`src/rtl/time_keeper.sv`:
```
// Alarm-clock core: BCD HH:MM timekeeping, validated time/alarm loads, and a
// ring/snooze FSM that runs off the one_minute pulse.
module time_keeper #(
    parameter int SNOOZE_MIN   = 5,
    parameter int RING_MAX_MIN = 10
) (
    input  logic        clk256,
    input  logic        reset,
    input  logic        one_minute,
    input  logic        load_time,
    input  logic        load_alarm,
    input  logic [15:0] set_value,
    input  logic        alarm_en,
    input  logic        snooze,
    input  logic        stop,
    output logic [15:0] cur_time,
    output logic [15:0] alarm_time,
    output logic        ringing,
    output logic        load_err
);

    typedef enum logic [1:0] {IDLE, RING, SNOOZED} state_t;

    localparam logic [5:0] SNOOZE_LAST = 6'(SNOOZE_MIN - 1);
    localparam logic [5:0] RING_LAST   = 6'(RING_MAX_MIN - 1);

    state_t      state;
    logic [5:0]  ring_cnt;
    logic [5:0]  snooze_cnt;
    logic [15:0] next_minute;
    logic        set_valid;
    logic        tick;

    function automatic logic [15:0] bcd_inc(input logic [15:0] t);
        logic [3:0] ht, ho, mt, mo;
        {ht, ho, mt, mo} = t;
        if (mo != 4'd9) begin
            mo = mo + 4'd1;
        end else begin
            mo = 4'd0;
            if (mt != 4'd5) begin
                mt = mt + 4'd1;
            end else begin
                mt = 4'd0;
                if (ht == 4'd2 && ho == 4'd3) begin
                    ht = 4'd0;
                    ho = 4'd0;
                end else if (ho == 4'd9) begin
                    ho = 4'd0;
                    ht = ht + 4'd1;
                end else begin
                    ho = ho + 4'd1;
                end
            end
        end
        return {ht, ho, mt, mo};
    endfunction

    function automatic logic bcd_valid(input logic [15:0] v);
        return (v[3:0] <= 4'd9) && (v[7:4] <= 4'd5) && (v[11:8] <= 4'd9) &&
               (v[15:12] <= 4'd2) && !(v[15:12] == 4'd2 && v[11:8] > 4'd3);
    endfunction

    // A load_time strobe swallows any coincident minute tick.
    assign tick        = one_minute && !load_time;
    assign next_minute = bcd_inc(cur_time);
    assign set_valid   = bcd_valid(set_value);

    always_ff @(posedge clk256 or posedge reset) begin
        if (reset) begin
            cur_time   <= 16'h0000;
            alarm_time <= 16'h0000;
            load_err   <= 1'b0;
        end else begin
            if (load_time && set_valid) begin
                cur_time <= set_value;
            end else if (tick) begin
                cur_time <= next_minute;
            end
            if (load_alarm && set_valid) begin
                alarm_time <= set_value;
            end
            load_err <= (load_time || load_alarm) && !set_valid;
        end
    end

    // Only a real minute increment from IDLE can start a ring; ringing mirrors RING.
    always_ff @(posedge clk256 or posedge reset) begin
        if (reset) begin
            state      <= IDLE;
            ringing    <= 1'b0;
            ring_cnt   <= 6'd0;
            snooze_cnt <= 6'd0;
        end else if (state != IDLE && !alarm_en) begin
            state   <= IDLE;
            ringing <= 1'b0;
        end else begin
            case (state)
                IDLE: begin
                    if (tick && alarm_en && next_minute == alarm_time) begin
                        state    <= RING;
                        ringing  <= 1'b1;
                        ring_cnt <= 6'd0;
                    end
                end
                RING: begin
                    if (stop) begin
                        state   <= IDLE;
                        ringing <= 1'b0;
                    end else if (snooze) begin
                        state      <= SNOOZED;
                        ringing    <= 1'b0;
                        snooze_cnt <= 6'd0;
                    end else if (one_minute) begin
                        if (ring_cnt == RING_LAST) begin
                            state   <= IDLE;
                            ringing <= 1'b0;
                        end else begin
                            ring_cnt <= ring_cnt + 6'd1;
                        end
                    end
                end
                SNOOZED: begin
                    if (stop) begin
                        state <= IDLE;
                    end else if (one_minute) begin
                        if (snooze_cnt == SNOOZE_LAST) begin
                            state    <= RING;
                            ringing  <= 1'b1;
                            ring_cnt <= 6'd0;
                        end else begin
                            snooze_cnt <= snooze_cnt + 6'd1;
                        end
                    end
                end
                default: begin
                    state   <= IDLE;
                    ringing <= 1'b0;
                end
            endcase
        end
    end

endmodule

```
`config.mk`:
```
export PLATFORM = sky130hd
export DESIGN_NAME = time_keeper
export DESIGN_NICKNAME = d
export VERILOG_FILES = /design/src/rtl/time_keeper.sv
export SDC_FILE = /design/constraint.sdc
export NUM_CORES = 1
export LEC_CHECK = 0
export ABC_AREA = 1
export CELL_PAD_IN_SITES_DETAIL_PLACEMENT = 0
export CELL_PAD_IN_SITES_GLOBAL_PLACEMENT = 1
export CORE_MARGIN = 1.5
export CORE_UTILIZATION = 38
export DETAILED_ROUTE_END_ITERATION = 7
export HOLD_SLACK_MARGIN = 0.05
export PLACE_DENSITY_LB_ADDON = 0.12
export SYNTH_ARGS = -nofsm -noshare
export SYNTH_HDL_FRONTEND = slang
export SYNTH_SLANG_ARGS = --single-unit
```
`constraint.sdc`:
```
create_clock -name clk256 -period 2.8 [get_ports clk256]
set_input_delay 0.28 -clock clk256 [delete_from_list [all_inputs] [get_ports clk256]]
set_output_delay 0.28 -clock clk256 [all_outputs]
set_load 0.02 [all_outputs]
```
==> flow_metrics.py, run 1 <==
metrics = {
    "outcome": {
        "status": "finished, final reports clean",
    },
    "finish": {
        "nNetsFinal": 536,
        "final_common_cell": "nand2_1",
        "final_area_mm2": 0.00405,
        "n_antenna_cell": 0,
        "area_growth_pct": 26.0,
        "mostFrequentLayoutCells": "nand2_1 (109), inv_1 (64), clkdlybuf4s50_1 (57), dfrtp_1 (48), nand3_1 (39)",
        "drive_above_1_share_pct": 11.7,
    },
    "sta": {
        "final-hold-violation-count": 0,
        "slew_viol_final": 0,
        "skew_ps": 9.12,
        "final-setup-viol-count": 0,
        "finalCriticalPeriod_ps": 2530,
        "rsz0062_at_grt": "no",
        "min_period_over_period_pct": 90.4,
        "tightest_slew_ps": 596,
        "slew_headroom_pct": 60.2,
        "tns_ps": 0,
        "fmax_mhz": 395,
    },
    "global_routing": {
        "use_met2_pct": 34.1,
        "overflow": 0,
        "grt_pass1_wl_um": 14400,
        "grt.busiest_layer": "met2",
        "gr-usage-all-layers_pct": 20.9,
        "grtUsageMet1_pct": 27.7,
        "use_met3_pct": 3.38,
        "antenna_found_initial": 0,
        "grt_pass1_vias": 2980,
        "grt_max_degree": 28,
    },
    "critical_path": {
        "crit_fanout": 13,
        "path_delay_family": "simple AND/OR/NAND/NOR gates",
        "arrival_ps": 2730,
        "worstPathCellList": "inv_1 > ha_1 > nand3_2 > nor2_4 > nand2_1 > nand3b_1 > nand2_1 > nor2_1 > nand3_1 > nor2_1 > nand2_1 > nand2_2 > nand2_2 > nand2_1 > o21ai_2",
        "critPathMostFrequentCell": "nand2_1",
        "path_buf_inv": 1,
        "cp_slowest_cell": "dfrtp_1",
        "cp_slowest_stage_delay_ps": 460,
        "cp-start-kind": "flop",
        "critical_path_required_ps": 3000,
        "worst-setup-path-type": "flop to flop",
        "end_kind": "flop",
    },
    "route": {
        "drtAntennaViolNets": 0,
        "vias_per_cell": 5.07,
        "drtIter0Drc": 145,
        "wl_per_cell_um": 14.4,
        "vias": 3084,
        "first_pass_iters": 4,
        "drc": 0,
        "drt-total-wl_um": 8740,
    },
    "power": {
        "ir_drop_mv": 0.358,
        "p_leak_nw": 1.91,
        "p_per_area_mw_per_mm2": 779,
    },
    "cts": {
        "clockRootBuffer": "clkbuf_8",
        "clock_sinks": 48,
        "clock_latency_ps": 320,
        "clock_path_buffers": 2,
        "cts_buffers": 5,
        "tritoncts": "built",
        "htree_levels": 2,
        "path_clk_slew_ps": 100,
        "cts.repair.resized": 0,
        "post-cts-setup-buffer-count": 0,
        "ctsHoldBuffers": 0,
    },
    "logic_synthesis": {
        "postSynthCellCount": 439,
        "synth_ff_type": "dfrtp_1",
        "ys_seq_elements": 48,
        "synth.distinct_cells": 41,
        "yosys_warnings": 0,
        "synth-edff-count": 0,
        "avgSynthCellArea_um2": 7.32,
        "syn_nets": 473,
        "syn_area_mm2": 0.00321,
        "ys_seq_area_share_pct": 37.4,
        "synthArstFlopShare_pct": 100,
    },
    "placement": {
        "placed_area_mm2": 0.00393,
        "gp_congestion": 0.859,
        "numPortBuffers": 57,
        "dp_hpwl_um": 6640,
    },
    "floorplan": {
        "die_y_um": 95.0,
        "coreArea_mm2": 0.00822,
        "start_util_pct": 39.1,
        "io_pins": 58,
        "dieArea_mm2": 0.00902,
        "die_x_um": 95.0,
        "core.rowCount": 33,
    },
    "hold_path": {
        "hp-class": "primary input to async pin",
    },
    "run": {
        "max-cap-violations": 0,
    },
}
==> layer usage <==
layer	vias to the layer above	share of wire [%]
li1	1550	-
met3	18	4.0
met5	-	0
met4	0	2.3
met2	71	47
met1	1445	47
==> registers in the layout, indices dropped and copies added (netlist names) <==
signal,count
cur_time,16
load_err,1
ringing,1
ring_cnt,6
snooze_cnt,6
state,2
alarm_time,16
==> synth_stat cells, types with 2 or more instances <==
master	number	area (µm²)
a21oi_1	10	50.1
nand3_2	2	20.0
a221oi_1	2	17.5
or2_0	2	12.5
o211ai_1	2	15.0
o21ai_1	2	10.0
nor2_1	34	128
nor2_4	3	33.8
or2_2	5	31.3
or2_1	2	12.5
buf_4	2	15.0
xor2_1	2	17.5
inv_1	65	244
inv_2	3	11.3
nand2_1	109	409
nand2_2	15	93.8
nand4_1	8	50.1
ha_1	10	125
xnor2_1	2	17.5
nor3_1	4	20.0
o21ai_2	9	78.8
o221ai_1	9	78.8
clkbuf_1	4	15.0
o21ai_0	26	130
nand3b_1	4	30.0
nor2_2	3	18.8
dfrtp_1	48	1200
nand3_1	39	195
==> through the flow <==
| step | cells | hold slack [ps] | worst slack, ps | util (%) | power [W] |
|---|---|---|---|---|---|
| after detailed placement | 600 | 483 | 316 | 47.8 | 0.00261 |
| after global routing | 608 | 394 | 32.7 | 49.3 | 0.00341 |
| after CTS | 608 | 368 | 293 | 49.3 | 0.00318 |
| after global placement | 600 | 486 | 302 | 47.8 | 0.00258 |
| after floorplan | 439 | 407 | 637 | - | 0.00211 |
| final | 608 | 347 | 270 | 49.3 | 0.00315 |
==> layout make-up <==
cell class              instances  area [µm²]
fillers                       851        4170
inverters                      69         259
clock inverters                 1        30.0
well taps                     105         131
repair buffers                 64         636
multi-input cells             314        1700
flip-flops and latches         48        1200
clock buffers                   7        96.3
==> cell families (layout without fill, tap and decap cells) <==
logic type	after synthesis	after routing	synth area share, %
simple gates	234	234	34.4
buf+inv	77	141	9.81
compound gates	65	65	13.1
flops	48	48	37.4
fa+ha+maj	10	10	3.89
xor+xnor	4	4	1.09
mux	1	1	0.350
==> report_power, final <==
| group | internal [W] | total [W] | switching, W | leakage, nW |
|---|---|---|---|---|
| combinational | 0.000605 | 0.00147 | 0.000862 | 1.24 |
| sequential | 0.000868 | 0.00112 | 0.000249 | 0.611 |
| clock | 0.000316 | 0.000571 | 0.000255 | 0.0645 |
==> path summary, 6_finish.rpt <==
kind	end	start	slack, ps	cells after the start
setup / recovery	ring_cnt[4]	cur_time[5]	270	15
hold / removal	snooze_cnt[5]	reset	350	2
setup reg to reg	ring_cnt[4]	cur_time[5]	270	15
hold reg to reg	ringing	ringing	510	2
max in group asynchronous	alarm_time[6]	reset	1920	3
min in group clk256	ringing	ringing	510	2
(Power assumes the default switching activity.)
==> run 2, diff against run 1 <==
--- a/config.mk
+++ b/config.mk
@@ -5,11 +5,10 @@
 export SDC_FILE = /design/constraint.sdc
 export NUM_CORES = 1
 export LEC_CHECK = 0
-export ABC_AREA = 1
 export CELL_PAD_IN_SITES_DETAIL_PLACEMENT = 0
 export CELL_PAD_IN_SITES_GLOBAL_PLACEMENT = 1
-export CORE_MARGIN = 1.5
-export CORE_UTILIZATION = 38
+export CORE_UTILIZATION = 41
+export CTS_CLUSTER_SIZE = 20
 export DETAILED_ROUTE_END_ITERATION = 7
 export HOLD_SLACK_MARGIN = 0.05
 export PLACE_DENSITY_LB_ADDON = 0.12
==> flow_metrics.py, run 2 <==
metrics = {
    "cts": {
        "clock_latency_ps": 310,
        "ctsHoldBuffers": 0,
        "clock_sinks": 48,
        "cts_buffers": 5,
        "htree_levels": 2,
        "clock_path_buffers": 2,
        "path_clk_slew_ps": 100,
        "tritoncts": "built",
        "clockRootBuffer": "clkbuf_8",
    },
    "route": {
        "vias": 3409,
        "wl_met3_um": 387,
        "drtAntennaViolNets": 0,
        "wl_per_cell_um": 18.6,
        "vias_per_cell": 5.85,
        "drc": 0,
        "routed.top_layer": "met4",
        "routed-wl-met2_um": 5270,
        "drt-total-wl_um": 10900,
        "wl_met1_um": 5000,
        "drtIter0Drc": 159,
        "first_pass_iters": 4,
    },
    "global_routing": {
        "overflow": 0,
        "grt_max_degree": 49,
        "grt_pass1_wl_um": 17500,
        "gr-usage-all-layers_pct": 25.2,
        "antenna_found_initial": 0,
        "grt_pass1_vias": 3292,
    },
    "floorplan": {
        "die_y_um": 95.6,
        "die_x_um": 95.6,
        "core.rowCount": 33,
        "start_util_pct": 43.1,
        "coreArea_mm2": 0.00834,
        "io_pins": 58,
        "dieArea_mm2": 0.00915,
    },
    "sta": {
        "slew_headroom_pct": 51.1,
        "tightest_slew_ps": 731,
        "skew_ps": 8.77,
        "final-setup-viol-count": 0,
        "min_period_over_period_pct": 95.4,
        "finalCriticalPeriod_ps": 2670,
        "fmax_mhz": 375,
        "timing.hold.ws_ps": 456,
        "slew_viol_final": 0,
        "final-hold-violation-count": 0,
        "tns_ps": 0,
    },
    "placement": {
        "dp.cells": 571,
        "dp_hpwl_um": 8380,
        "gp_congestion": 0.979,
        "numPortBuffers": 57,
        "placed_area_mm2": 0.00441,
    },
    "critical_path": {
        "cp-start-kind": "flop",
        "crit_fanout": 8,
        "end_kind": "flop",
        "rrSetupSlack_ps": 130,
        "arrival_ps": 2880,
        "critical_path_required_ps": 3010,
        "worst-setup-path-type": "flop to flop",
    },
    "power": {
        "ir_drop_mv": 0.288,
        "p_leak_nw": 1.94,
        "p_per_area_mw_per_mm2": 609,
    },
    "finish": {
        "final_common_cell": "clkdlybuf4s50_1",
        "post-route-util_pct": 55.1,
        "reg.largest.list": "alarm_time x16, cur_time x16",
        "nNetsFinal": 511,
        "final_area_mm2": 0.00459,
        "final_cells": 583,
        "drive_above_1_share_pct": 20.3,
        "mostFrequentLayoutCells": "clkdlybuf4s50_1 (57), dfrtp_1 (47), nor2_1 (39), buf_4 (38), o21ai_0 (27)",
        "n_antenna_cell": 0,
        "area_growth_pct": 27.8,
    },
    "logic_synthesis": {
        "synth-simple-area-share_pct": 26.5,
        "synth_compound_area_share_pct": 23.8,
        "synth-edff-count": 0,
        "synth_commonest_cells": "dfrtp_1 (48), nor2_1 (39), o21ai_0 (27)",
        "synthMuxAreaShare_pct": 4.00,
        "ys_seq_area_share_pct": 33.4,
        "yosysMostFrequentCell": "dfrtp_1",
        "synth_top_family_by_area": "simple AND/OR/NAND/NOR gates",
        "synth.distinct_cells": 83,
        "synthAdderAreaFrac_pct": 3.48,
        "syn_nets": 429,
        "synth_top_cell_by_area": "dfrtp_1",
        "ys_seq_elements": 48,
        "synth_top_cells_by_area": "dfrtp_1 (33%), nor2_1 (4.1%), o21ai_0 (3.8%)",
        "synth_top_area_share_pct": 33.4,
        "yosys_warnings": 0,
        "synthArstFlopShare_pct": 100,
        "synth-xor-area-share_pct": 2.92,
        "syn_area_mm2": 0.00359,
        "postSynthCellCount": 395,
        "synth_ff_type": "dfrtp_1",
        "avgSynthCellArea_um2": 9.10,
    },
    "run": {
        "max-cap-violations": 0,
    },
    "hold_path": {
        "hp-class": "primary input to async pin",
    },
    "outcome": {
        "status": "finished, final reports clean",
    },
}
-- run 2: changes by cell type in the layout (fill, tap and decap cells not counted), sizes merged, moves of 8 or more --
cell / before / now
inv: 68 / 18
nor2b: 0 / 11
mux2: 1 / 11
a221o: 0 / 8
a21oi: 10 / 21
buf: 7 / 38
nand2: 124 / 24
nand3: 42 / 14
or2: 9 / 0
-- run 2: layout make-up --
class	instances	area (µm²)
Clock buffer	6	72.6
Clock inverter	2	35.0
Fill cell	772	3750
Inverter	18	67.6
Multi-Input combinational cell	309	2230
Sequential cell	48	1200
Tap cell	105	131
Timing Repair Buffer	95	856
-- run 2: timing repair --
action / CTS / global route
gates resized for setup: 0 / 12
buffers inserted: 0 / 4
setup endpoints to repair: 0 / 8
-- run 2: power by group --
| part | switching [W] | internal (W) | total [W] |
|---|---|---|---|
| Sequential | 0.000138 | 0.000790 | 0.000928 |
| Clock | 0.000245 | 0.000266 | 0.000510 |
| Combinational | 0.000723 | 0.000637 | 0.00136 |
-- run 2: path summary, 6_finish.rpt --
kind	startpoint	to	cells past startpoint
worst max-delay path	cur_time[9]	ring_cnt[1]	9
worst max register to register	cur_time[9]	ring_cnt[1]	9
max in group asynchronous	reset	cur_time[9]	3
worst min-delay path	reset	snooze_cnt[3]	3
worst min register to register	ring_cnt[5]	ring_cnt[5]	1
min in group clk256	ring_cnt[5]	ring_cnt[5]	1
-- run 2: critical path, cell delays in order (launching register included) --
cell     delay (ps)
dfrtp_2         430
inv_1            70
ha_1            190
and3b_2         250
a21o_2          260
and3_1          210
or3_1           380
nor4_2          270
nand4_1         210
a41o_1          290
-- run 2: logic make-up after synthesis --
logic type / after synthesis
xor gates and xnor gates: 12
AOI/OAI and AO/OA: 113
muxes: 13
and+or+nand+nor: 161
adders and majority gates: 10
buffers and inverters: 38
DFF: 48
-- run 2: metal layers --
| metal | track usage (%) | vias to the layer above |
|---|---|---|
| met2 | 42.1 | 71 |
| li1 | - | 1653 |
| met5 | 0 | - |
| met1 | 33.9 | 1674 |
| met3 | 3.03 | 11 |
| met4 | 7.59 | 0 |
-- run 2: through the flow --
step | worst slack (ps) | total power [W]
2_1_floorplan | 102 | 0.00174
3_3_place_gp | 47.7 | 0.00226
3_5_place_dp | 19.3 | 0.00227
4_1_cts | 9.85 | 0.00278
5_1_grt | -10.4 | 0.00296
6_report | 130 | 0.00280
